### src/rtl/smart_house_pkg.sv
`default_nettype none
// ============================================================================
// Module   : smart_house_pkg
// Purpose  : Shared types and constants for the zoned smart-house controller:
//            climate state encoding, passcode matcher state encoding,
//            the default passcode and ASCII helper constants.
// Ports    : none (package)
// Revision : 1.0 - initial release
// ============================================================================
package smart_house_pkg;

    // Per-zone climate controller state
    typedef enum logic [1:0] {
        CLIM_OFF  = 2'd0,
        CLIM_COOL = 2'd1,
        CLIM_HEAT = 2'd2
    } clim_state_t;

    // Passcode matcher state
    typedef enum logic {
        MATCH_ACTIVE = 1'b0,
        MATCH_LOCKED = 1'b1
    } match_state_t;

    localparam int                              c_DEFAULT_CODE_LEN = 10;
    localparam logic [8*c_DEFAULT_CODE_LEN-1:0] c_DEFAULT_CODE     = "OPENWINDOW";

    localparam logic [7:0] c_ASCII_D = 8'h44;
    localparam logic [7:0] c_ASCII_E = 8'h45;
    localparam logic [7:0] c_ASCII_I = 8'h49;
    localparam logic [7:0] c_ASCII_N = 8'h4E;
    localparam logic [7:0] c_ASCII_O = 8'h4F;
    localparam logic [7:0] c_ASCII_P = 8'h50;
    localparam logic [7:0] c_ASCII_W = 8'h57;

    // Counter width able to hold values 0..v-1, never narrower than one bit
    function automatic int clog2_min1(input int v);
        return (v > 1) ? $clog2(v) : 1;
    endfunction

endpackage : smart_house_pkg
`default_nettype wire

### src/rtl/smart_house_zoned_code_matcher.sv
`default_nettype none
// ============================================================================
// Module   : code_matcher
// Purpose  : Keypad passcode matcher with failed-attempt lockout.
//            o_match pulses (combinationally, in the cycle of the final
//            character) when the full code has been entered; the owner of
//            the controlled register samples it on the same edge.
// Ports    : i_clk        - clock, rising edge
//            i_rst_n      - asynchronous active-low reset
//            i_char_valid - i_char is valid this cycle
//            i_char       - ASCII character
//            o_match      - full code completed this cycle
//            o_locked     - lockout active (registered state)
// Revision : 1.0 - initial release
// ============================================================================
module code_matcher
    import smart_house_pkg::*;
#(
    parameter int                    CODE_LEN    = c_DEFAULT_CODE_LEN,
    parameter logic [8*CODE_LEN-1:0] CODE        = c_DEFAULT_CODE,
    parameter int                    MAX_FAIL    = 3,
    parameter int                    LOCK_CYCLES = 64
) (
    input  logic       i_clk,
    input  logic       i_rst_n,
    input  logic       i_char_valid,
    input  logic [7:0] i_char,
    output logic       o_match,
    output logic       o_locked
);

    localparam int c_IDX_W  = clog2_min1(CODE_LEN);
    localparam int c_FAIL_W = clog2_min1(MAX_FAIL + 1);
    localparam int c_LOCK_W = clog2_min1(LOCK_CYCLES + 1);

    match_state_t          r_state,    w_state_next;
    logic [c_IDX_W-1:0]    r_idx,      w_idx_next;
    logic [c_FAIL_W-1:0]   r_fail,     w_fail_next;
    logic [c_LOCK_W-1:0]   r_lock_cnt, w_lock_next;
    logic [7:0]            w_code_chars [CODE_LEN];
    logic [7:0]            w_expect;
    logic                  w_match;

    // Split the MSB-first packed code into per-position characters
    for (genvar gi = 0; gi < CODE_LEN; gi++) begin : g_chars
        assign w_code_chars[gi] = CODE[8*(CODE_LEN-1-gi) +: 8];
    end

    assign w_expect = w_code_chars[r_idx];

    always_ff @(posedge i_clk or negedge i_rst_n) begin
        if (!i_rst_n) begin
            r_state    <= MATCH_ACTIVE;
            r_idx      <= '0;
            r_fail     <= '0;
            r_lock_cnt <= '0;
        end else begin
            r_state    <= w_state_next;
            r_idx      <= w_idx_next;
            r_fail     <= w_fail_next;
            r_lock_cnt <= w_lock_next;
        end
    end

    always_comb begin
        w_state_next = r_state;
        w_idx_next   = r_idx;
        w_fail_next  = r_fail;
        w_lock_next  = r_lock_cnt;
        w_match      = 1'b0;
        case (r_state)
            MATCH_LOCKED: begin
                // Characters are ignored for the whole lockout
                if (r_lock_cnt <= c_LOCK_W'(1)) begin
                    w_state_next = MATCH_ACTIVE;
                    w_lock_next  = '0;
                end else begin
                    w_lock_next  = r_lock_cnt - c_LOCK_W'(1);
                end
            end
            default: begin
                if (i_char_valid) begin
                    if (i_char == w_expect) begin
                        if (r_idx == c_IDX_W'(CODE_LEN - 1)) begin
                            w_match     = 1'b1;
                            w_idx_next  = '0;
                            w_fail_next = '0;
                        end else begin
                            w_idx_next  = r_idx + c_IDX_W'(1);
                        end
                    end else if (r_idx != '0) begin
                        if (r_fail == c_FAIL_W'(MAX_FAIL - 1)) begin
                            w_state_next = MATCH_LOCKED;
                            w_lock_next  = c_LOCK_W'(LOCK_CYCLES);
                            w_idx_next   = '0;
                            w_fail_next  = '0;
                        end else begin
                            w_fail_next  = r_fail + c_FAIL_W'(1);
                            // A wrong char may itself start a fresh attempt
                            w_idx_next   = (i_char == w_code_chars[0]) ? c_IDX_W'(1) : '0;
                        end
                    end
                end
            end
        endcase
    end

    assign o_match  = w_match;
    assign o_locked = (r_state == MATCH_LOCKED);

endmodule : code_matcher
`default_nettype wire

### src/rtl/smart_house_zoned.sv
`default_nettype none
// ============================================================================
// Module   : smart_house_zoned
// Purpose  : House controller: music (muted after a doorbell ring), curtain,
//            light, passcode-operated window, and per-zone cooler/heater
//            with hysteresis and a window interlock.
// Ports    : clock, reset (async active-low)
//            isday, music_req, light_req, curtain_req, ring_req
//            temp_req  [ZONES*TEMP_W] signed zone temperatures
//            char_valid, char_req[8] keypad input
//            music, curtain, light, window, locked, cooler[ZONES], heater[ZONES]
// Revision : 1.0 - initial release
// ============================================================================
module smart_house_zoned
    import smart_house_pkg::*;
#(
    parameter int                    ZONES       = 4,
    parameter int                    TEMP_W      = 16,
    parameter int                    CODE_LEN    = c_DEFAULT_CODE_LEN,
    parameter logic [8*CODE_LEN-1:0] CODE        = c_DEFAULT_CODE,
    parameter int                    T_HIGH      = 30,
    parameter int                    T_LOW       = 15,
    parameter int                    HYST        = 2,
    parameter int                    MAX_FAIL    = 3,
    parameter int                    LOCK_CYCLES = 64,
    parameter int                    RING_CYCLES = 16
) (
    input  logic                    clock,
    input  logic                    reset,
    input  logic                    isday,
    input  logic                    music_req,
    input  logic                    light_req,
    input  logic                    curtain_req,
    input  logic                    ring_req,
    input  logic [ZONES*TEMP_W-1:0] temp_req,
    input  logic                    char_valid,
    input  logic [7:0]              char_req,
    output logic                    music,
    output logic                    curtain,
    output logic                    light,
    output logic                    window,
    output logic                    locked,
    output logic [ZONES-1:0]        cooler,
    output logic [ZONES-1:0]        heater
);

    localparam int c_RING_W = clog2_min1(RING_CYCLES + 1);

    localparam logic signed [TEMP_W-1:0] c_COOL_ON  = TEMP_W'(T_HIGH);
    localparam logic signed [TEMP_W-1:0] c_COOL_OFF = TEMP_W'(T_HIGH - HYST);
    localparam logic signed [TEMP_W-1:0] c_HEAT_ON  = TEMP_W'(T_LOW);
    localparam logic signed [TEMP_W-1:0] c_HEAT_OFF = TEMP_W'(T_LOW + HYST);

    logic                r_music;
    logic                r_curtain;
    logic                r_light;
    logic                r_window;
    logic [c_RING_W-1:0] r_ring_cnt;
    logic                w_match;
    logic                w_locked;

    code_matcher #(
        .CODE_LEN    (CODE_LEN),
        .CODE        (CODE),
        .MAX_FAIL    (MAX_FAIL),
        .LOCK_CYCLES (LOCK_CYCLES)
    ) u_code_matcher (
        .i_clk        (clock),
        .i_rst_n      (reset),
        .i_char_valid (char_valid),
        .i_char       (char_req),
        .o_match      (w_match),
        .o_locked     (w_locked)
    );

    always_ff @(posedge clock or negedge reset) begin
        if (!reset) begin
            r_music    <= 1'b0;
            r_curtain  <= 1'b0;
            r_light    <= 1'b0;
            r_window   <= 1'b0;
            r_ring_cnt <= '0;
        end else begin
            r_light    <= light_req | ~isday;
            r_curtain  <= curtain_req & isday;
            r_music    <= music_req & (r_ring_cnt == '0);
            r_window   <= r_window ^ w_match;
            if (ring_req) begin
                r_ring_cnt <= c_RING_W'(RING_CYCLES);
            end else if (r_ring_cnt != '0) begin
                r_ring_cnt <= r_ring_cnt - c_RING_W'(1);
            end
        end
    end

    for (genvar gz = 0; gz < ZONES; gz++) begin : g_zone
        clim_state_t               r_state;
        clim_state_t               w_next;
        logic signed [TEMP_W-1:0]  w_temp;

        assign w_temp = temp_req[gz*TEMP_W +: TEMP_W];

        always_ff @(posedge clock or negedge reset) begin
            if (!reset) begin
                r_state <= CLIM_OFF;
            end else begin
                r_state <= w_next;
            end
        end

        // COOL and HEAT only ever exit to OFF, so a mode swap always
        // spends at least one cycle idle.
        always_comb begin
            w_next = r_state;
            if (r_window) begin
                w_next = CLIM_OFF;
            end else begin
                case (r_state)
                    CLIM_OFF: begin
                        if (w_temp > c_COOL_ON) begin
                            w_next = CLIM_COOL;
                        end else if (w_temp < c_HEAT_ON) begin
                            w_next = CLIM_HEAT;
                        end
                    end
                    CLIM_COOL: begin
                        if (w_temp <= c_COOL_OFF) begin
                            w_next = CLIM_OFF;
                        end
                    end
                    CLIM_HEAT: begin
                        if (w_temp >= c_HEAT_OFF) begin
                            w_next = CLIM_OFF;
                        end
                    end
                    default: w_next = CLIM_OFF;
                endcase
            end
        end

        assign cooler[gz] = (r_state == CLIM_COOL);
        assign heater[gz] = (r_state == CLIM_HEAT);
    end

    assign music   = r_music;
    assign curtain = r_curtain;
    assign light   = r_light;
    assign window  = r_window;
    assign locked  = w_locked;

endmodule : smart_house_zoned
`default_nettype wire

### config.mk
export PLATFORM = sky130hd
export DESIGN_NAME = smart_house_zoned
export DESIGN_NICKNAME = d
export VERILOG_FILES = /design/src/rtl/smart_house_pkg.sv /design/src/rtl/smart_house_zoned_code_matcher.sv /design/src/rtl/smart_house_zoned.sv
export SDC_FILE = /design/constraint.sdc
export NUM_CORES = 1
export LEC_CHECK = 0
export CORE_MARGIN = 2
export CORE_UTILIZATION = 42
export DETAILED_ROUTE_END_ITERATION = 7
export GPL_TIMING_DRIVEN = 0
export PLACE_DENSITY = 0.82
export REMOVE_ABC_BUFFERS = 1
export SYNTH_ARGS = -nofsm -noshare
export SYNTH_HDL_FRONTEND = slang
export SYNTH_SLANG_ARGS = --single-unit
### constraint.sdc
create_clock -name clock -period 2.8 [get_ports clock]
set_clock_uncertainty 0.15 [all_clocks]
set_input_delay 0.56 -clock clock [delete_from_list [all_inputs] [get_ports clock]]
set_output_delay 0.56 -clock clock [all_outputs]
set_load 0.005 [all_outputs]
# [Word level (Yosys, flattened, before mapping)]
# Memory sizes are Yosys's and may differ from the RTL's.
# Cells that the tools add are included.
[classes] eq_ne=26 add_sub_neg=4 n_lt_le_gt_ge=18 n_mux=53 bitwise=7 n_reduce_logical=19
[op_table] cell="16-bit by 6-bit >= comparator with 1-bit output (second input constant)" n=4
[op_table] cell="16-bit by 6-bit greater-than comparator with 1-bit output (second input constant)" n=4
[op_table] cell="16-bit by 6-bit less-or-equal comparator with 1-bit output (second input constant)" n=4
[op_table] cell="16-bit by 5-bit less-than comparator with 1-bit output (second input constant)" n=4
[op_table] cell="2-bit 2-to-1 mux" n=24
[op_table] cell="7-bit 2-to-1 mux" n=6
[op_table] cell="3-bit by 1-bit != test with 1-bit output (second input constant)" n=8
[op_table] cell="2-bit one-hot mux with 3 select lines" n=4
[op_table] cell="4-bit 2-to-1 mux" n=4
[op_table] cell="8-bit 2-to-1 mux" n=2
[op_table] cell="4-bit != test (second input constant)" n=4
[op_table] cell="3-bit AND reduction" n=5
[op_table] cell="1-bit 2-to-1 mux" n=11
[op_table] cell="2-bit == test (second input constant)" n=5
[op_table] cell="5-bit 2-to-1 mux" n=2
[op_table] cell="2-bit nonzero test" n=5
[op_table] cell="2-bit by 1-bit == test with 1-bit output (second input constant)" n=4
[op_table] cell="8-bit by 7-bit == test with 1-bit output (second input constant)" n=1
[op_table] cell="8-bit == test" n=1
[op_table] cell="2-bit zero test" n=4
[op_table] cell="4-bit AND reduction" n=2
[op_table] cell="7-bit by 1-bit less-or-equal comparator with 1-bit output (second input constant)" n=1
[op_table] cell="7-bit by 1-bit subtractor with 7-bit output (second input constant)" n=1
[op_table] cell="5-bit >= comparator (second input constant)" n=1
[op_table] cell="other kinds (14)" n=16
[word_totals] reg_bits=31 in_bits=80 rom_bits=128 elab_cells=141 memories=1 out_inout_bits=13
[memory_table] memory="(name not given)" depth=16 width=8 rd=1 rd_clocked_by_memory_dff=0 write_ports=0 line="smart_house_zoned_code_matcher.sv:49" rtl="assign w_expect = w_code_chars[r_idx];"

# [Depth between registers and ports, before layout]
# Gate-level depths: netlist of run 1.
[logic_depth] ltp_word=9 mapped_depth=8 depth_no_buf=8

# [By module]
# A second synthesis of run 1 with hierarchy kept.
[unflattened] cells_unflattened=241 area_unflattened_um2=2242.2
[modules_own_cells] module="code_matcher" n_inst=1 cells_per_inst=129 area_each_um2=1121.1 seq_area_each_um2=350.3
[modules_own_cells] module="smart_house_zoned" n_inst=1 cells_per_inst=112 area_each_um2=1121.1 seq_area_each_um2=425.4

# [Least setup slack after synthesis of run 1]
# No wires, ideal clock.
[synth_path] path_kind="flip-flop to flip-flop" start="reg u_code_matcher.r_idx[0]" end="reg u_code_matcher.r_lock_cnt[5]" stages_incl_launch_ff=9 arrival_time_ns=2.245 period_less_slack_ns=2.516 setup_ns=0.122 path_slack_ns=0.284 path_cell_list="dfrtp_1 inv_1 ha_1 or3b_1 a21oi_2 xnor2_1 nor4_4 or3_4 a32o_1"
[synth_between] elab_chain_cells=7
[synth_lines] item="from (decl)" line="smart_house_zoned_code_matcher.sv:37" rtl="logic [c_IDX_W-1:0] r_idx, w_idx_next;"
[synth_lines] item="from (signal assigned)" line="smart_house_zoned_code_matcher.sv:59" rtl="r_idx <= w_idx_next;"
[synth_lines] item="4-bit inverter with 5-bit output (implied by the code)" line="smart_house_zoned_code_matcher.sv:49"
[synth_lines] item="memory read 16 x 8 bit"
[synth_lines] item="8-bit 2-to-1 mux (implied by the code) (2 in a row)" line="smart_house_zoned_code_matcher.sv:49"
[synth_lines] item="8-bit == test" line="smart_house_zoned_code_matcher.sv:83" rtl="if (i_char == w_expect) begin"
[synth_lines] item="2-bit by 1-bit != test with 1-bit output (no line)"
[synth_lines] item="4-bit AND reduction (no line) *"
[synth_lines] item="to (signal assigned)" line="smart_house_zoned_code_matcher.sv:61" rtl="r_lock_cnt <= w_lock_next;"
[synth_lines] item="to (decl)" line="smart_house_zoned_code_matcher.sv:39" rtl="logic [c_LOCK_W-1:0] r_lock_cnt, w_lock_next;"
# Every way passes the cells marked *; elsewhere a longest branch is shown, timed or not. The select of a mux whose other input is x is not followed.
# A chain may end at the register's enable or synchronous reset.

# [Worst setup path in the final report of run 1]
[layout_path] start="reg u_code_matcher.r_idx[0]" end="reg u_code_matcher.r_fail[0]"
[layout_between] elab_chain_cells=7
[layout_lines] item="4-bit inverter with 5-bit output (implied by the code)" line="smart_house_zoned_code_matcher.sv:49"
[layout_lines] item="memory read 16 x 8 bit"
[layout_lines] item="8-bit 2-to-1 mux (implied by the code) (2 in a row)" line="smart_house_zoned_code_matcher.sv:49"
[layout_lines] item="8-bit == test" line="smart_house_zoned_code_matcher.sv:83"
[layout_lines] item="2-bit != test (no line) / 2-bit nonzero test (equally long branches)"
[layout_lines] item="4-bit AND reduction (no line)"
[layout_lines] item="to (signal assigned)" line="smart_house_zoned_code_matcher.sv:60" rtl="r_fail <= w_fail_next;"
[layout_lines] item="to (decl)" line="smart_house_zoned_code_matcher.sv:38" rtl="logic [c_FAIL_W-1:0] r_fail, w_fail_next;"
# Parallel ways exist; a longest one is shown, timed or not. The select of a mux whose other input is x is not followed.

==> results_dict.tcl, run 1 <==
set metrics [dict create \
    core_area_um2 4790 \
    crit_path_end_kind "register" \
    io_buffers 92 \
    crit_fanout 9 \
    crit_chain "inv_1 > ha_1 > or3b_1 > a21oi_2 > xnor2_2 > nor4_1 > a21oi_1 > o22ai_1" \
    routedWlPerCell_um 14.5 \
    relSlewSlack_pct 38.4 \
    max-cap-violations 0 \
    avgSynthCellArea_um2 9.13 \
    drt-total-wl_mm 5.70 \
    met3WireLength_um 556 \
    yosysTopAreaCellShare_pct 36.9 \
    syn2layout_area_growth_pct 52.8 \
    antenna_found_initial 0 \
    io-pin-count 93 \
    hpwl_mm 4.44 \
    peakVddDrop_mv 0.234 \
    drive_gt1_share_pct 5.50 \
    rr_startpoint "u_code_matcher.r_idx[0]" \
    power_w 0.00133 \
    start_util_pct 43.9 \
    tightest_slew_ps 911 \
    grt_pass1_vias 1989 \
    grt_start_max_net_pins 32 \
    highest_layer "met4" \
    final_common_cell "clkdlybuf4s50_1" \
    route.detailed.drc 0 \
    drv_slew 0 \
    ant_nets 0 \
    wl_met2_mm 2.70 \
    vias 2184 \
    grt_util_all_layers_pct 20.0 \
    rsz0062_at_grt "false" \
    nNetsFinal 415 \
    crit_required_ps 2850 \
    synth_edf_count 0 \
    grt_pass1_wl_mm 8.71 \
    cts_tree "yes" \
    detail_route.vias_per_cell 5.54 \
    placed_cells 385 \
    clk_path_buf_depth 2 \
    cp-start-kind "register" \
    p_leak_nw 1.24 \
    ys.flop_type "dfrtp_1" \
    cpPeakStageDelay_ps 480 \
    setup_violations 0 \
    synth.largest_area_cell "dfrtp_1" \
    max_freq_ghz 0.374 \
    synth.distinct_cells 53 \
    period_share_pct 95.5 \
    placementRows 25 \
    fp.dieH_um 74.7 \
    ys_top_cells_by_area "dfrtp_1 (37%), ha_1 (5.4%), xnor2_1 (3.3%), or4_1 (3.2%), nor2_1 (3.0%)" \
    fin_crit_ps 2670 \
    path_clk_slew_ps 70 \
    cts_made_buffers 5 \
    p_per_area_nw_per_um2 415 \
    synth_area_um2 2100 \
    yosys_warnings 0 \
    hold_violations 0 \
    fin_setup_tns_ps 0 \
    grt-ovfl-total 0 \
    h-tree-depth 2 \
    status "completed" \
    m1WireLength_mm 2.37 \
    fin_cells 394 \
    ys_async_sr_fraction_pct 100 \
    first_pass_iters 4 \
    dieArea_um2 5580 \
    gp_congestion 0.817 \
    clock_latency_ps 290 \
    finish.utilization_pct 67.1 \
    synth-seq-area-share_pct 36.9 \
    path_class "reg -> reg" \
    postCtsHoldBufs 0 \
    die_w_um 74.7 \
    arrival_ps 2720 \
    layout_common_cells "clkdlybuf4s50_1 (91), dfrtp_1 (30), nor2_1 (17), inv_1 (14), nand2_1 (14)" \
    clock-sinks 31 \
    synthCells 230 \
    ys_seq_elements 31 \
    cts_root_buf "clkbuf_8" \
    antenna_cells 0 \
    crit_start "u_code_matcher.r_idx[0]" \
    hp-class "in -> async" \
    drtIter0Drc 94 \
    critPathSlowestCell "nor4_1" \
]
==> critical path: cells and delay by family (launching register included) <==
family | cells | cell delay, ps
AND/OR/NAND/NOR | 2 | 890
AO/OA/AOI/OAI | 3 | 570
flip-flops | 1 | 470
adder cells (fa/ha/maj) | 1 | 260
buffers and inverters | 1 | 130
XOR/XNOR | 1 | 110
==> area by class of cell <==
cell class | instances | area, um2
fillers | 382 | 1580
multi-input cells | 181 | 1260
repair buffers | 93 | 923
flip-flops and latches | 31 | 777
well taps | 67 | 83.8
clock buffers | 6 | 82.6
inverters | 14 | 52.6
clock inverters | 2 | 35.0
==> layer usage <==
metal  vias up  global-route usage, %
li1       1062                      -
met1      1015                   25.2
met2       101                   34.1
met3         6                   4.02
met4         0                   7.54
met5         -                      0
==> report_power, final <==
part / switching (W) / internal [W] / total [W]
logic: 0.000136 / 0.000208 / 0.000344
clock network: 0.000170 / 0.000288 / 0.000457
registers: 0.0000379 / 0.000492 / 0.000530
==> through the flow <==
stage	worst slack (ps)	instance area, um2	hold WS, ps
6_report	126	3210	163
5_1_grt	0.946	3210	225
4_1_cts	97.5	3200	328
3_5_place_dp	10.8	3080	319
3_3_place_gp	50.0	3080	312
2_1_floorplan	282	2080	114
==> registers in the layout (all words and copies together) (netlist names) <==
register,flops
u_code_matcher.r_idx,4
u_code_matcher.r_lock_cnt,7
window,1
curtain,1
u_code_matcher.o_locked,1
g_zone.r_state,8
light,1
music,1
r_ring_cnt,5
u_code_matcher.r_fail,2
==> final timing paths <==
path / to / slack [ps] / depth (start not counted)
worst max register to register: u_code_matcher.r_fail[0] / 130 / 8
worst min register to register: g_zone[2].r_state[0] / 330 / 1
max in group asynchronous: u_code_matcher.r_idx[0] / 1870 / 1
min in group clock: g_zone[2].r_state[0] / 330 / 1
worst max-delay path: u_code_matcher.r_fail[0] / 130 / 8
worst min-delay path: r_ring_cnt[0] / 160 / 1
==> Yosys cell counts, types with 5 or more instances <==
| cell type | number |
|---|---|
| a31oi_1 | 5 |
| dfrtp_1 | 31 |
| nand4_1 | 8 |
| inv_1 | 14 |
| ha_1 | 9 |
| nor2_1 | 17 |
| nor3_1 | 12 |
| or4_1 | 9 |
| xnor2_1 | 8 |
| a21oi_1 | 6 |
| o21ai_0 | 7 |
| a2111oi_0 | 6 |
| nor2b_1 | 8 |
| nand2b_1 | 7 |
| nand3b_1 | 5 |
| nor4_1 | 5 |
| nand2_1 | 14 |
==> cells by family (layout without fill, tap and decap cells) <==
logic type	count (synthesis)	after routing	synth area share, %
AND/OR/NAND/NOR	107	107	30.1
AO/OA/AOI/OAI	49	49	16.6
flip-flops	31	31	36.9
buffers and inverters	18	115	3.63
adder cells (fa/ha/maj)	13	13	7.27
XOR/XNOR	8	8	3.34
multiplexers	4	4	2.08
==> repair_timing <==
action                     in CTS  in global routing
setup endpoints to repair       1                  3
buffers inserted                0                  1
gates resized for setup         1                  1
pin swaps                       0                  1
Note: power is estimated with default switching activity, not from simulation.
==> run 2: changes to the inputs <==
--- a/config.mk
+++ b/config.mk
@@ -6,11 +6,10 @@
 export NUM_CORES = 1
 export LEC_CHECK = 0
 export CORE_MARGIN = 2
-export CORE_UTILIZATION = 42
+export CORE_UTILIZATION = 46
 export DETAILED_ROUTE_END_ITERATION = 7
 export GPL_TIMING_DRIVEN = 0
-export PLACE_DENSITY = 0.82
-export REMOVE_ABC_BUFFERS = 1
+export PLACE_DENSITY = 0.89
 export SYNTH_ARGS = -nofsm -noshare
 export SYNTH_HDL_FRONTEND = slang
 export SYNTH_SLANG_ARGS = --single-unit
==> constraint.sdc (replaced) <==
create_clock -name clock -period 3.3 [get_ports clock]
set_clock_uncertainty 0.15 [all_clocks]
set_input_delay 0.66 -clock clock [delete_from_list [all_inputs] [get_ports clock]]
set_output_delay 0.66 -clock clock [all_outputs]
set_load 0.005 [all_outputs]
==> run 2 against run 1 <==
  * Cell count decreased by 3.0%
  * Sequential share of layout area increased by 0.32 points
  * Clock power decreased by 39%
  * Routed wire length decreased by 7.5%
  * Clock-buffer cell count increased by 1
  * Die area decreased by 8.2%
  * Fmax decreased by 4.9%
  * Core utilization increased by 5.1 points
  * Critical path depth unchanged
  * Critical path type unchanged
  * Largest cell class unchanged
  * Highest routed layer unchanged
==> results_dict.tcl, run 2 (same netlist as run 1, synthesis figures left out) <==
set metrics [dict create \
    status "completed" \
    clock_latency_ps 280 \
    clock-sinks 31 \
    fin_cells 382 \
    hold_violations 0 \
    ctsResizeCount 0 \
    relSlewSlack_pct 40.7 \
    reg.largest.list "g_zone.r_state (8), u_code_matcher.r_lock_cnt (7), r_ring_cnt (5)" \
    syn-num-nets 319 \
    antenna_found_initial 0 \
    clockPowerShare_pct 27.6 \
    grt_start_max_net_pins 32 \
    swShare_pct 27.3 \
    fin_setup_tns_ps 0 \
    peakVddDrop_mv 0.217 \
    cp-start-kind "register" \
    critPathSlowestCell "dfrtp_1" \
    io_buffers 92 \
    use_met1_pct 24.2 \
    path_delay_family "simple AND/OR/NAND/NOR gates" \
    first_pass_iters 4 \
    arrival_ps 2830 \
    crit_fanout 10 \
    h-tree-depth 2 \
    use_met3_pct 6.19 \
    routedWlPerCell_um 13.8 \
    core_area_um2 4380 \
    hpwl_mm 4.24 \
    tightest_slew_ps 878 \
    drive_gt1_share_pct 4.55 \
    clk_path_buf_depth 2 \
    detail_route.vias_per_cell 5.69 \
    syn2layout_area_growth_pct 50.6 \
    fin_crit_ps 2810 \
    antenna_cells 0 \
    cts_root_buf "clkbuf_8" \
    hp-class "in -> async" \
    largest_reg_flops 8 \
    whs_ps 268 \
    p_leak_nw 1.23 \
    intPower_w 0.000741 \
    grt_pass1_vias 2006 \
    power_frac_seq_pct 44.2 \
    dieArea_um2 5120 \
    crit_required_ps 3320 \
    max-cap-violations 0 \
    regMostFlops "g_zone.r_state" \
    drv_slew 0 \
    grt_busiest_layer "met2" \
    ant_nets 0 \
    vias 2174 \
    setup_violations 0 \
    p_per_area_nw_per_um2 322 \
    cts_setup_buffers 0 \
    fp.dieH_um 71.6 \
    grt-ovfl-total 0 \
    start_util_pct 47.9 \
    gp_congestion 0.831 \
    grt.met2_usage_pct 35.7 \
    placementRows 24 \
    placed_cells 374 \
    route.detailed.drc 0 \
    drt-total-wl_mm 5.27 \
    path_class "reg -> reg" \
    final_common_cell "clkdlybuf4s50_1" \
    crit_path_end_kind "register" \
    rsz0062_at_grt "false" \
    grt_pass1_wl_mm 8.54 \
    cpPeakStageDelay_ps 530 \
    p_switching_w 0.000278 \
    worst-path-buf-inv 1 \
    drtIter0Drc 54 \
    die_w_um 71.6 \
    reg2reg_slack_ps 490 \
    cts_made_buffers 5 \
    postCtsHoldBufs 0 \
    crit_chain "inv_1 > ha_1 > or3b_1 > a21oi_2 > xnor2_1 > nor4_4 > or3_4 > a32o_1" \
    pwr-share-comb_pct 28.3 \
    grt_util_all_layers_pct 20.6 \
    path_clk_slew_ps 60 \
    period_share_pct 85.2 \
    io-pin-count 93 \
    max_freq_ghz 0.356 \
    nNetsFinal 418 \
    cts_tree "yes" \
    layout_common_cells "clkdlybuf4s50_1 (91), dfrtp_1 (31), nor2_1 (17), inv_1 (14), nand2_1 (14)" \
]
run 2: cell count changes in the layout (fill, tap and decap cells not counted):
cell,before,now
dfrtp_1,30,31
clkbuf_8,6,5
buf_4,1,0
clkbuf_1,0,3
dfrtp_2,1,0
xnor2_2,1,0
bufinv_16,1,0
buf_1,0,1
xnor2_1,7,8
buf_6,0,1
buf_2,1,2
run 2: path summary, 6_finish.rpt:
kind | from | endpoint | depth (start not counted)
min in group clock | g_zone[2].r_state[1] | g_zone[2].r_state[0] | 1
worst max register to register | u_code_matcher.r_idx[0] | u_code_matcher.r_lock_cnt[5] | 8
worst min-delay path | reset | u_code_matcher.r_idx[0] | 1
worst max-delay path | u_code_matcher.r_idx[0] | u_code_matcher.r_lock_cnt[5] | 8
worst min register to register | g_zone[2].r_state[1] | g_zone[2].r_state[0] | 1
max in group asynchronous | reset | curtain | 1
run 2: metrics by stage:
| stage | total power (W) | area [um2] | util [%] | setup slack, ps |
|---|---|---|---|---|
| after floorplan | 0.000585 | 2100 | - | 784 |
| after global placement | 0.000735 | 3090 | 70.4 | 401 |
| after CTS | 0.00103 | 3170 | 72.3 | 496 |
| final | 0.00102 | 3160 | 72.1 | 487 |
| after detailed placement | 0.000748 | 3090 | 70.4 | 354 |
| after global routing | 0.00108 | 3160 | 72.1 | 338 |
run 2: final cells by class:
cell class | instances | area (um2)
clock inverters | 1 | 5.00
fillers | 347 | 1220
plain buffers | 4 | 23.8
repair buffers | 92 | 916
inverters | 14 | 52.6
multi-input cells | 181 | 1250
flip-flops and latches | 31 | 776
well taps | 52 | 65.1
clock buffers | 7 | 76.3
run 2: worst register-to-register path: cells and delay by family, from the launching register on:
kind,cells,cell delay (ps)
compound gates,2,420
simple gates,3,950
flops,1,530
fa+ha+maj,1,270
xor+xnor,1,210
buf+inv,1,170
run 2: routing by layer:
metal | part of all wire (%) | wire, um
met5 | 0 | 0
met4 | 1.9 | 101
met3 | 8.8 | 463
met2 | 49 | 2560
met1 | 41 | 2140
run 2: power groups by stage:
stage | Combinational (W) | Sequential (W) | Clock [W]
2_1_floorplan | 0.000135 | 0.000449 | 0
3_3_place_gp | 0.000280 | 0.000454 | 0
3_5_place_dp | 0.000291 | 0.000457 | 0
4_1_cts | 0.000292 | 0.000450 | 0.000289
5_1_grt | 0.000325 | 0.000456 | 0.000303
6_report | 0.000288 | 0.000450 | 0.000281
